### config.mk
export PLATFORM = sky130hd
export DESIGN_NAME = alu_muldiv_iter
export DESIGN_NICKNAME = d
export VERILOG_FILES = /design/src/rtl/alu_muldiv_iter.sv
export SDC_FILE = /design/constraint.sdc
export NUM_CORES = 1
export LEC_CHECK = 0
export ABC_CLOCK_PERIOD_IN_PS = 10600
export CORE_ASPECT_RATIO = 1.75
export CORE_UTILIZATION = 30
export CTS_BUF_LIST = sky130_fd_sc_hd__clkbuf_4
export DETAILED_ROUTE_END_ITERATION = 10
export SLEW_MARGIN = 20
export SYNTH_ARGS = -nofsm -noshare
export SYNTH_HDL_FRONTEND = slang
export SYNTH_SLANG_ARGS = --single-unit
### constraint.sdc
create_clock -name clk -period 10.6 [get_ports clk]
set_input_delay 2.12 -clock clk [delete_from_list [all_inputs] [get_ports clk]]
set_output_delay 2.12 -clock clk [all_outputs]
set_load 0.01 [all_outputs]
### src/rtl/alu_muldiv_iter.sv
`default_nettype none
// ============================================================================
// Module   : alu_muldiv_iter
// Brief    : Iterative (one bit per cycle) RISC-V M-extension multiply/divide.
// Revision : 1.0
// ============================================================================
module alu_muldiv_iter #(
    parameter int WIDTH = 32,
    parameter int CNT_W = $clog2(WIDTH)
) (
    input  logic             clk,
    input  logic             rst_n,
    input  logic             flush,
    input  logic             in_valid,
    output logic             in_ready,
    input  logic [2:0]       op,
    input  logic [WIDTH-1:0] in_1,
    input  logic [WIDTH-1:0] in_2,
    output logic             out_valid,
    input  logic             out_ready,
    output logic [WIDTH-1:0] out,
    output logic             zero
);

    typedef enum logic [1:0] {S_IDLE, S_BUSY, S_FIX, S_DONE} state_t;

    localparam logic [2:0] c_OP_MUL    = 3'b000;
    localparam logic [2:0] c_OP_MULH   = 3'b001;
    localparam logic [2:0] c_OP_MULHSU = 3'b010;
    localparam logic [2:0] c_OP_DIV    = 3'b100;
    localparam logic [2:0] c_OP_REM    = 3'b110;
    localparam logic [CNT_W-1:0] c_LAST = CNT_W'(WIDTH - 1);
    localparam logic [WIDTH-1:0] c_MIN  = {1'b1, {(WIDTH-1){1'b0}}};

    state_t             r_state, w_state_nxt;
    logic [CNT_W-1:0]   r_cnt;
    logic [2:0]         r_op;
    logic [WIDTH-1:0]   r_a, r_hi, r_lo, r_out;
    logic               r_neg;

    logic               w_a_signed, w_b_signed, w_sa, w_sb;
    logic               w_div0, w_ovf, w_special, w_accept, w_dfit;
    logic [WIDTH-1:0]   w_mag1, w_mag2, w_special_res, w_fix_res;
    logic [WIDTH:0]     w_msum, w_dshift, w_ddiff;
    logic [2*WIDTH-1:0] w_prod, w_prod_s;

    assign w_a_signed = (op == c_OP_MUL) || (op == c_OP_MULH) || (op == c_OP_MULHSU) ||
                        (op == c_OP_DIV) || (op == c_OP_REM);
    assign w_b_signed = (op == c_OP_MUL) || (op == c_OP_MULH) ||
                        (op == c_OP_DIV) || (op == c_OP_REM);
    assign w_sa   = w_a_signed && in_1[WIDTH-1];
    assign w_sb   = w_b_signed && in_2[WIDTH-1];
    assign w_mag1 = w_sa ? -in_1 : in_1;
    assign w_mag2 = w_sb ? -in_2 : in_2;

    // Cases with a fixed architectural answer bypass the iteration entirely.
    assign w_div0    = op[2] && (in_2 == '0);
    assign w_ovf     = ((op == c_OP_DIV) || (op == c_OP_REM)) && (in_1 == c_MIN) && (in_2 == '1);
    assign w_special = w_div0 || w_ovf;
    assign w_special_res = w_div0 ? (op[1] ? in_1 : '1) : (op[1] ? '0 : in_1);
    assign w_accept  = (r_state == S_IDLE) && in_valid && !flush;

    // Shift-add step: {r_hi, r_lo} holds partial product above the unused multiplier bits.
    assign w_msum   = {1'b0, r_hi} + (r_lo[0] ? {1'b0, r_a} : '0);
    // Restoring step: r_hi is the partial remainder, r_lo shifts dividend out / quotient in.
    assign w_dshift = {r_hi, r_lo[WIDTH-1]};
    assign w_ddiff  = w_dshift - {1'b0, r_a};
    assign w_dfit   = !w_ddiff[WIDTH];

    assign w_prod   = {r_hi, r_lo};
    assign w_prod_s = r_neg ? -w_prod : w_prod;

    always_comb begin
        w_fix_res = '0;
        if (!r_op[2])
            w_fix_res = (r_op == c_OP_MUL) ? w_prod_s[WIDTH-1:0] : w_prod_s[2*WIDTH-1:WIDTH];
        else if (r_op[1])
            w_fix_res = r_neg ? -r_hi : r_hi;
        else
            w_fix_res = r_neg ? -r_lo : r_lo;
    end

    always_comb begin
        w_state_nxt = r_state;
        case (r_state)
            S_IDLE:  if (in_valid) w_state_nxt = w_special ? S_DONE : S_BUSY;
            S_BUSY:  if (r_cnt == c_LAST) w_state_nxt = S_FIX;
            S_FIX:   w_state_nxt = S_DONE;
            S_DONE:  if (out_ready) w_state_nxt = S_IDLE;
            default: w_state_nxt = S_IDLE;
        endcase
        if (flush) w_state_nxt = S_IDLE;
    end

    always_ff @(posedge clk) begin
        if (!rst_n) r_state <= S_IDLE;
        else        r_state <= w_state_nxt;
    end

    always_ff @(posedge clk) begin
        if (!rst_n) begin
            r_cnt <= '0;
            r_op  <= '0;
            r_a   <= '0;
            r_hi  <= '0;
            r_lo  <= '0;
            r_neg <= 1'b0;
            r_out <= '0;
        end else begin
            case (r_state)
                S_IDLE: begin
                    if (w_accept) begin
                        r_op  <= op;
                        r_cnt <= '0;
                        r_hi  <= '0;
                        // Remainder follows the dividend sign; everything else uses the sign XOR.
                        r_neg <= (op == c_OP_REM) ? w_sa : (w_sa ^ w_sb);
                        if (op[2]) begin
                            r_a  <= w_mag2;
                            r_lo <= w_mag1;
                        end else begin
                            r_a  <= w_mag1;
                            r_lo <= w_mag2;
                        end
                        if (w_special) r_out <= w_special_res;
                    end
                end
                S_BUSY: begin
                    r_cnt <= r_cnt + 1'b1;
                    if (r_op[2]) begin
                        r_hi <= w_dfit ? w_ddiff[WIDTH-1:0] : w_dshift[WIDTH-1:0];
                        r_lo <= {r_lo[WIDTH-2:0], w_dfit};
                    end else begin
                        r_hi <= w_msum[WIDTH:1];
                        r_lo <= {w_msum[0], r_lo[WIDTH-1:1]};
                    end
                end
                S_FIX: if (!flush) r_out <= w_fix_res;
                default: ;
            endcase
        end
    end

    assign in_ready  = (r_state == S_IDLE);
    assign out_valid = (r_state == S_DONE);
    assign out       = r_out;
    assign zero      = out_valid && (r_out == '0);

endmodule
`default_nettype wire

[Yosys cells after proc, flatten, opt, wreduce, memory -nomap -nowiden]
Index checks and enable logic that the tools add are counted.
Storage, ports and cells
  bits in registers: 139
  input port bits: 72
  output and inout port bits: 35
  logic and storage cells: 97
Cells by class
  $add $sub $neg: 8
  equality and inequality tests: 16
  multiplexer cells: 33
  bitwise operators: 2
  reductions and logical operators: 30
Operators by type and width (number)
  2-to-1 mux 32 bit: 21
  one-hot mux 32 bit (2 select lines): 3
  negator 32 bit: 4
  == test 32 bit, second input constant: 2
  logical NOT 32 bit: 2
  2-to-1 mux 64 bit: 1
  negator 64 bit: 1
  adder 32 x 32 -> 33 bit: 1
  subtractor 33 x 32 -> 33 bit: 1
  one-hot mux 5 bit (2 select lines): 1
  logical AND 1 bit: 8
  logical OR 1 bit: 8
  2-to-1 mux 2 bit: 4
  one-hot mux 2 bit (4 select lines): 1
  == test 3 bit, second input constant: 2
  logical NOT 3 bit: 2
  inequality test 2 x 1 -> 1 bit, second input constant: 3
  inequality test 2 bit, second input constant: 3
  adder 5 x 1 -> 5 bit, second input constant: 1
  == test 5 bit, second input constant: 1
  2-to-1 mux 5 bit: 1
  == test 2 bit, second input constant: 2
  AND reduction 2 bit: 2
  AND reduction 4 bit: 1
  11 further kinds: 13

[Longest topological paths before layout]
Gate-level depths: netlist of run 1.
  depth in word-level cells: 10
  mapped depth: 14
  mapped depth without buffers: 13

[Worst setup path before layout of run 1]
OpenSTA, ideal clock, no wires.
  path kind: input port to flip-flop
  from: input port in_1[13]
  to: register r_out[5] (netlist: out[5])
  library setup time: 0.128 ns
  data arrival time: 4.350 ns
  required time: 10.472 ns
  path slack: 6.122 ns
  stages on the path: 11
  cells stage by stage: or4_1 nor3_2 nand2b_1 or4b_1 o211ai_2 and2_1 buf_2 buf_4 o31ai_1 o22ai_1 nor2_1
Between the ends
  word-level cells in the longest chain between the ends: 6
Ends and longest elaborated chain
  from (decl): line 17  | input logic [WIDTH-1:0] in_1,
  == test 32 bit: line 58  | assign w_ovf = ((op == c_OP_DIV) || (op == c_OP_REM)) && (in_1 == c_MIN) && (in_2 == '1);
  logical AND 1 bit (2 in series): line 58
  logical OR 1 bit: line 59  | assign w_special = w_div0 || w_ovf;
  inequality test 2 x 1 -> 1 bit (no line)
  AND reduction 4 bit (no line)
  to (signal assigned): line 125  | if (w_special) r_out <= w_special_res;
  to (signal assigned): line 138  | S_FIX: if (!flush) r_out <= w_fix_res;
  to (decl): line 38  | logic [WIDTH-1:0] r_a, r_hi, r_lo, r_out;
No other way between the ends.
A chain may end at the register's enable or synchronous reset.

[Worst setup path after layout of run 1]
  from: input port in_1[6]
  to: register r_out[1] (netlist: out[1])
The elaborated chain is that of the path after synthesis.

==> results of run 1 <==
per-layer routing:
layer / vias to the layer above / wire [um]
li1: 7818 / -
met3: 190 / 2830
met2: 593 / 33400
met5: - / 19
met1: 7778 / 23800
met4: 2 / 7010
worst min-delay path, cell delays in order (launching register included):
cell and delay, ps:
dfxtp_1 340, nand2_1 50, a21oi_1 50
through the flow:
step	instance area, sq um	power [mW]	util, %
finish	16900	1.50	34.1
floorplan	15200	0.925	-
global placement	16700	1.12	33.5
detailed placement	16700	1.12	33.5
global route	16900	1.57	34.1
CTS	16900	1.49	34.0
worst paths after layout:
path,startpoint,end,slack [ps]
setup reg to reg,r_hi[26]$_SDFFE_PN0P_,r_hi[13]$_SDFFE_PN0P_,6010
hold / removal,r_a[5]$_SDFFE_PN0P_,r_a[5]$_SDFFE_PN0P_,470
hold reg to reg,r_a[5]$_SDFFE_PN0P_,r_a[5]$_SDFFE_PN0P_,470
setup / recovery,in_1[6],out[1]$_SDFFE_PN0P_,5040
synthesized netlist by cell type (all sizes together) (41+ instances only):
cell / instances
mux2i: 52
inv: 76
nand2: 229
nand3: 41
o21ai: 166
clkbuf: 128
nor3: 45
xor2: 60
o211ai: 54
xnor2: 112
dfxtp: 139
ha: 75
a21oi: 207
nor2: 172
area by class of cell:
cell class,instances,area (sq um),area share (%)
Clock inverter,12,125,0.739
Antenna cell,1,2.50,0.0148
Timing Repair Buffer,134,1260,7.45
Sequential cell,139,2790,16.4
Inverter,79,297,1.75
Tap cell,660,826,4.88
Clock buffer,19,143,0.842
Multi-Input combinational cell,1747,11500,67.9
power groups by stage:
stage	combinational [mW]	sequential [mW]	clock [mW]
6_report	0.546	0.581	0.370
5_1_grt	0.587	0.584	0.395
4_1_cts	0.536	0.579	0.374
3_5_place_dp	0.533	0.591	0
3_3_place_gp	0.530	0.591	0
2_1_floorplan	0.354	0.571	0
kinds of logic (layout without fill, tap and decap cells):
kind of cell,count (synthesis),in the layout,share of synthesized area (%)
other,0,1,0
AO/OA/AOI/OAI,721,721,30.7
multiplexers,67,67,4.62
buffers and inverters,240,244,6.21
flip-flops,139,139,18.3
XOR/XNOR,172,172,9.93
adder cells (fa/ha/maj),107,107,8.43
AND/OR/NAND/NOR,680,680,21.8
flip-flops by register name, indices dropped and copies added, names as in the netlist:
signal and flops:
r_lo 32, r_op 3, r_neg 1, r_hi 32, r_cnt 5, r_state 2, r_a 32, out 32
==> impl_metrics.toml, run 1 <==
[placement]
gp_congestion = 1.00
placed_cells = 2759
dpl_worst_slack_ps = 4260
io_buffers = 106
dpl.hpwl_um = 52400

[clock_tree]
htreeDepth = 4
cts_buffers = 17
clock_path_buffers = 2
cts_sinks = 139
clk_latency_ps = 650
post_cts.repair.setup_buffers = 0
ctsResizeCount = 0
root_buffer = "clkbuf_4"
hold_buffers = 0
cts_tree = "yes"
clkTransAtPathRegs_ps = 140

[timing]
max_slew_margin_pct = 23.6
fin_ws_ps = 5040
worst_pin_slew_ps = 1140
final_max_slew_viol_count = 0
rsz0062_at_grt = "false"
period_share_pct = 52.4
setup_viol = 0
period_minus_slack_ps = 5560
fmax_mhz = 180
setup_tns_ps = 0
final_hold_viol_count = 0
whs_ps = 470
fin_worst_skew_ps = 29.8

[yosys]
synthesis.nets = 2275
synthesis.instances = 2126
synth_top_area_share_pct = 18.3
synth_top_area_cell = "dfxtp_1"
seq_area_frac_synth_pct = 18.3
synthFlopType = "dfxtp_1"
synth-seq-cells = 139
async_flop_share_pct = 0
synth_edf_count = 0
ys_warn_count = 0
syn_area_sq_um = 15200
yosysUniqueCellTypes = 95
avgSynthCellArea_sq_um = 7.14
ys_top_cells_by_area = "dfxtp_1 (18%), a21oi_1 (6.8%), xnor2_1 (6.5%)"

[power_and_ir_drop]
seq_power_share_pct = 38.8
p_leak_nw = 6.29
p_sw_mw = 0.613
p_int_mw = 0.884
peakVddDrop_mv = 0.0533
power.clock.fraction_pct = 24.7
combPwrFrac_pct = 36.5
swShare_pct = 41.0
powerDensity_nw_per_um2 = 88.4

[grt]
grt_usage_pct = 26.1
grt.overflow.total = 0
antenna_found_initial = 2
grt_pass1_vias = 15900
grt_use_met2_pct = 45.2
top_usage_layer = "met2"
grtUsageMet1_pct = 27.0
use_met3_pct = 3.09
grt_start_max_net_pins = 68
grt_first_pass_wirelength_um = 99300

[finish]
areaGrowthSynthToFinish_pct = 11.6
fin_nets = 2267
drive_gt1_share_pct = 5.87
final_cell_mix = "nand2_1 (229), a21oi_1 (205), nor2_1 (169)"
final_common_cell = "nand2_1"
fillCellCount = 5444
stdcell_count = 2791

[die]
dieArea_sq_um = 51500
die_w_um = 172
die_y_um = 300
core_area_sq_um = 49700
rows = 108
io_pins = 107
initial_utilization_pct = 30.5

[critical_path]
critPathKind = "in -> reg"
crit_buf_inv = 1
critPathMaxFanout = 24
slowest_delay_ps = 1000
critPathSlowestCell = "nor4_1"
worstSetupEndpointType = "register"
reg2reg_depth = 11
crit_required_ps = 11140
crit_cells = 9
arrival_ps = 6100
startpoint_type = "primary input"
cp_top_family = "simple AND/OR/NAND/NOR gates"
path_cells = "clkdlybuf4s50_1 -> nor4_1 -> nand4_1 -> or4b_1 -> o211ai_2 -> nand2_1 -> nor3_2 -> a32oi_1 -> o21ai_0"

[flow_run]
drv_cap = 0

[status]
status = "complete, no violations"

[drt]
drt_iter0_markers = 1117
drt_wl_total_um = 67000
drc = 0
wl_per_cell_um = 24.0
viasPerCell = 5.87
antenna_left = 0
num_vias = 16400
first_pass_iters = 6

[worst_hold_path]
hold_path_class = "reg -> reg"
hold_path_depth = 2
No activity file was read; power rests on OpenSTA's default activity.
==> run 2: changes to the inputs <==
--- a/config.mk
+++ b/config.mk
@@ -5,7 +5,7 @@
 export SDC_FILE = /design/constraint.sdc
 export NUM_CORES = 1
 export LEC_CHECK = 0
-export ABC_CLOCK_PERIOD_IN_PS = 10600
+export ABC_CLOCK_PERIOD_IN_PS = 4700
 export CORE_ASPECT_RATIO = 1.75
 export CORE_UTILIZATION = 30
 export CTS_BUF_LIST = sky130_fd_sc_hd__clkbuf_4
==> constraint.sdc (replaced) <==
create_clock -name clk -period 4.7 [get_ports clk]
set_input_delay 0.94 -clock clk [delete_from_list [all_inputs] [get_ports clk]]
set_output_delay 0.94 -clock clk [all_outputs]
set_load 0.01 [all_outputs]
==> impl_metrics.toml, run 2 (same netlist as run 1, synthesis figures left out) <==
[grt]
grt_usage_pct = 26.9
grt_start_max_net_pins = 82
grt_pass1_vias = 16200
antenna_found_initial = 1
grt_first_pass_wirelength_um = 102000
grt.overflow.total = 0

[die]
core_area_sq_um = 49700
initial_utilization_pct = 30.5
die_y_um = 300
die_w_um = 172
io_pins = 107
dieArea_sq_um = 51500
rows = 108

[clock_tree]
post_cts.repair.setup_buffers = 0
clk_latency_ps = 650
cts_tree = "yes"
cts_buffers = 17
root_buffer = "clkbuf_4"
clkTransAtPathRegs_ps = 150
hold_buffers = 0
clock_path_buffers = 2
ctsResizeCount = 0
cts_sinks = 139
htreeDepth = 4

[finish]
final_cell_mix = "nand2_1 (229), a21oi_1 (205), nor2_1 (170)"
final_common_cell = "nand2_1"
areaGrowthSynthToFinish_pct = 15.0
fin_nets = 2324
drive_gt1_share_pct = 8.32

[power_and_ir_drop]
peakVddDrop_mv = 0.131
p_leak_nw = 6.61
design_power_total_mw = 3.58
powerDensity_nw_per_um2 = 205

[critical_path]
critPathKind = "reg -> reg"
slowest_delay_ps = 420
rrSetupSlack_ps = 540
path_cells = "inv_1 -> ha_1 -> fa_1 -> nor2b_1 -> o31a_1 -> o211ai_1 -> a21boi_0 -> o21ai_1 -> a41o_1 -> nor3_2 -> buf_12 -> mux2_2 -> a221o_1"
worstSetupEndpointType = "register"
startpoint_type = "register"
regToRegStartpoint = "r_lo[31]$_SDFFE_PN0P_"
critPathMaxFanout = 21
rr_endpoint = "r_hi[13]$_SDFFE_PN0P_"
crit_required_ps = 5230
worstSetupStartpoint = "r_lo[31]$_SDFFE_PN0P_"
reg2reg_depth = 13
arrival_ps = 4700
timing.critical_path.to = "r_hi[13]$_SDFFE_PN0P_"
critPathSlowestCell = "fa_1"

[drt]
wl_per_cell_um = 24.1
first_pass_iters = 5
num_vias = 16800
drt_iter0_markers = 1357
antenna_left = 0
drt_wl_total_um = 68700
drc = 0
viasPerCell = 5.91

[timing]
setup_viol = 0
period_share_pct = 88.6
rsz0062_at_grt = "false"
max_slew_margin_pct = 27.7
fmax_mhz = 240
fin_worst_skew_ps = 36.7
final_hold_viol_count = 0
setup_tns_ps = 0
final_max_slew_viol_count = 0
period_minus_slack_ps = 4160
worst_pin_slew_ps = 1080

[flow_run]
drv_cap = 0

[placement]
dpl.hpwl_um = 53800
gp_congestion = 1.01
io_buffers = 106

[worst_hold_path]
hold_path_class = "reg -> reg"

[status]
status = "complete, no violations"
run 2: final cells by class:
cell class              instances  area (sq um)
fillers                      5418         32300
multi-input cells            1747         11500
flip-flops and latches        139          2790
repair buffers                191          1730
well taps                     660           826
inverters                      79           297
clock inverters                14           208
clock buffers                  17           128
diodes                          3          7.51
run 2: how the worst min path moves through the flow:
stage               slack (ps)  cells past startpoint                  from                    to
floorplan                  430                      2  r_a[22]$_SDFFE_PN0P_  r_a[22]$_SDFFE_PN0P_
global placement           450                      2   r_a[5]$_SDFFE_PN0P_   r_a[5]$_SDFFE_PN0P_
detailed placement         440                      2  r_a[11]$_SDFFE_PN0P_  r_a[11]$_SDFFE_PN0P_
CTS                        460                      2  r_a[11]$_SDFFE_PN0P_  r_a[11]$_SDFFE_PN0P_
global route               480                      2   r_a[7]$_SDFFE_PN0P_   r_a[7]$_SDFFE_PN0P_
finish                     460                      2   r_a[7]$_SDFFE_PN0P_   r_a[7]$_SDFFE_PN0P_
run 2: where the power goes:
group,internal [mW],switching [mW],total [mW],leakage [nW]
Sequential,1.23,0.0818,1.31,1.13
Combinational,0.475,0.803,1.28,5.31
Clock,0.432,0.557,0.989,0.172
Total,2.14,1.44,3.58,6.61
run 2: metrics by stage:
| stage | worst slack [ps] | area (sq um) | util [%] | hold slack (ps) | std cells |
|---|---|---|---|---|---|
| 2_1_floorplan | 1310 | 15200 | - | 432 | 2126 |
| 3_3_place_gp | 420 | 17100 | 34.4 | 445 | 2816 |
| 3_5_place_dp | 341 | 17100 | 34.4 | 444 | 2816 |
| 4_1_cts | 643 | 17400 | 35.1 | 463 | 2847 |
| 5_1_grt | 320 | 17500 | 35.1 | 479 | 2848 |
| 6_report | 536 | 17500 | 35.1 | 462 | 2850 |
run 2: worst max-delay path: cells and delay by family (launching register included):
kind                     cells  cell delay, ps
AND/OR/NAND/NOR              2             480
multiplexers                 1             350
flip-flops                   1             370
adder cells (fa/ha/maj)      2             700
AO/OA/AOI/OAI                6            1730
buffers and inverters        2             420
run 2: layer usage:
layer,wire length [um],global-route usage [%],part of all wire [%],up-vias
met5,0,0,0,-
met2,34300,47.2,50,639
met4,7080,22.7,10,0
met3,2920,2.92,4.3,205
met1,24300,28.4,35,8074
li1,-,-,-,7924
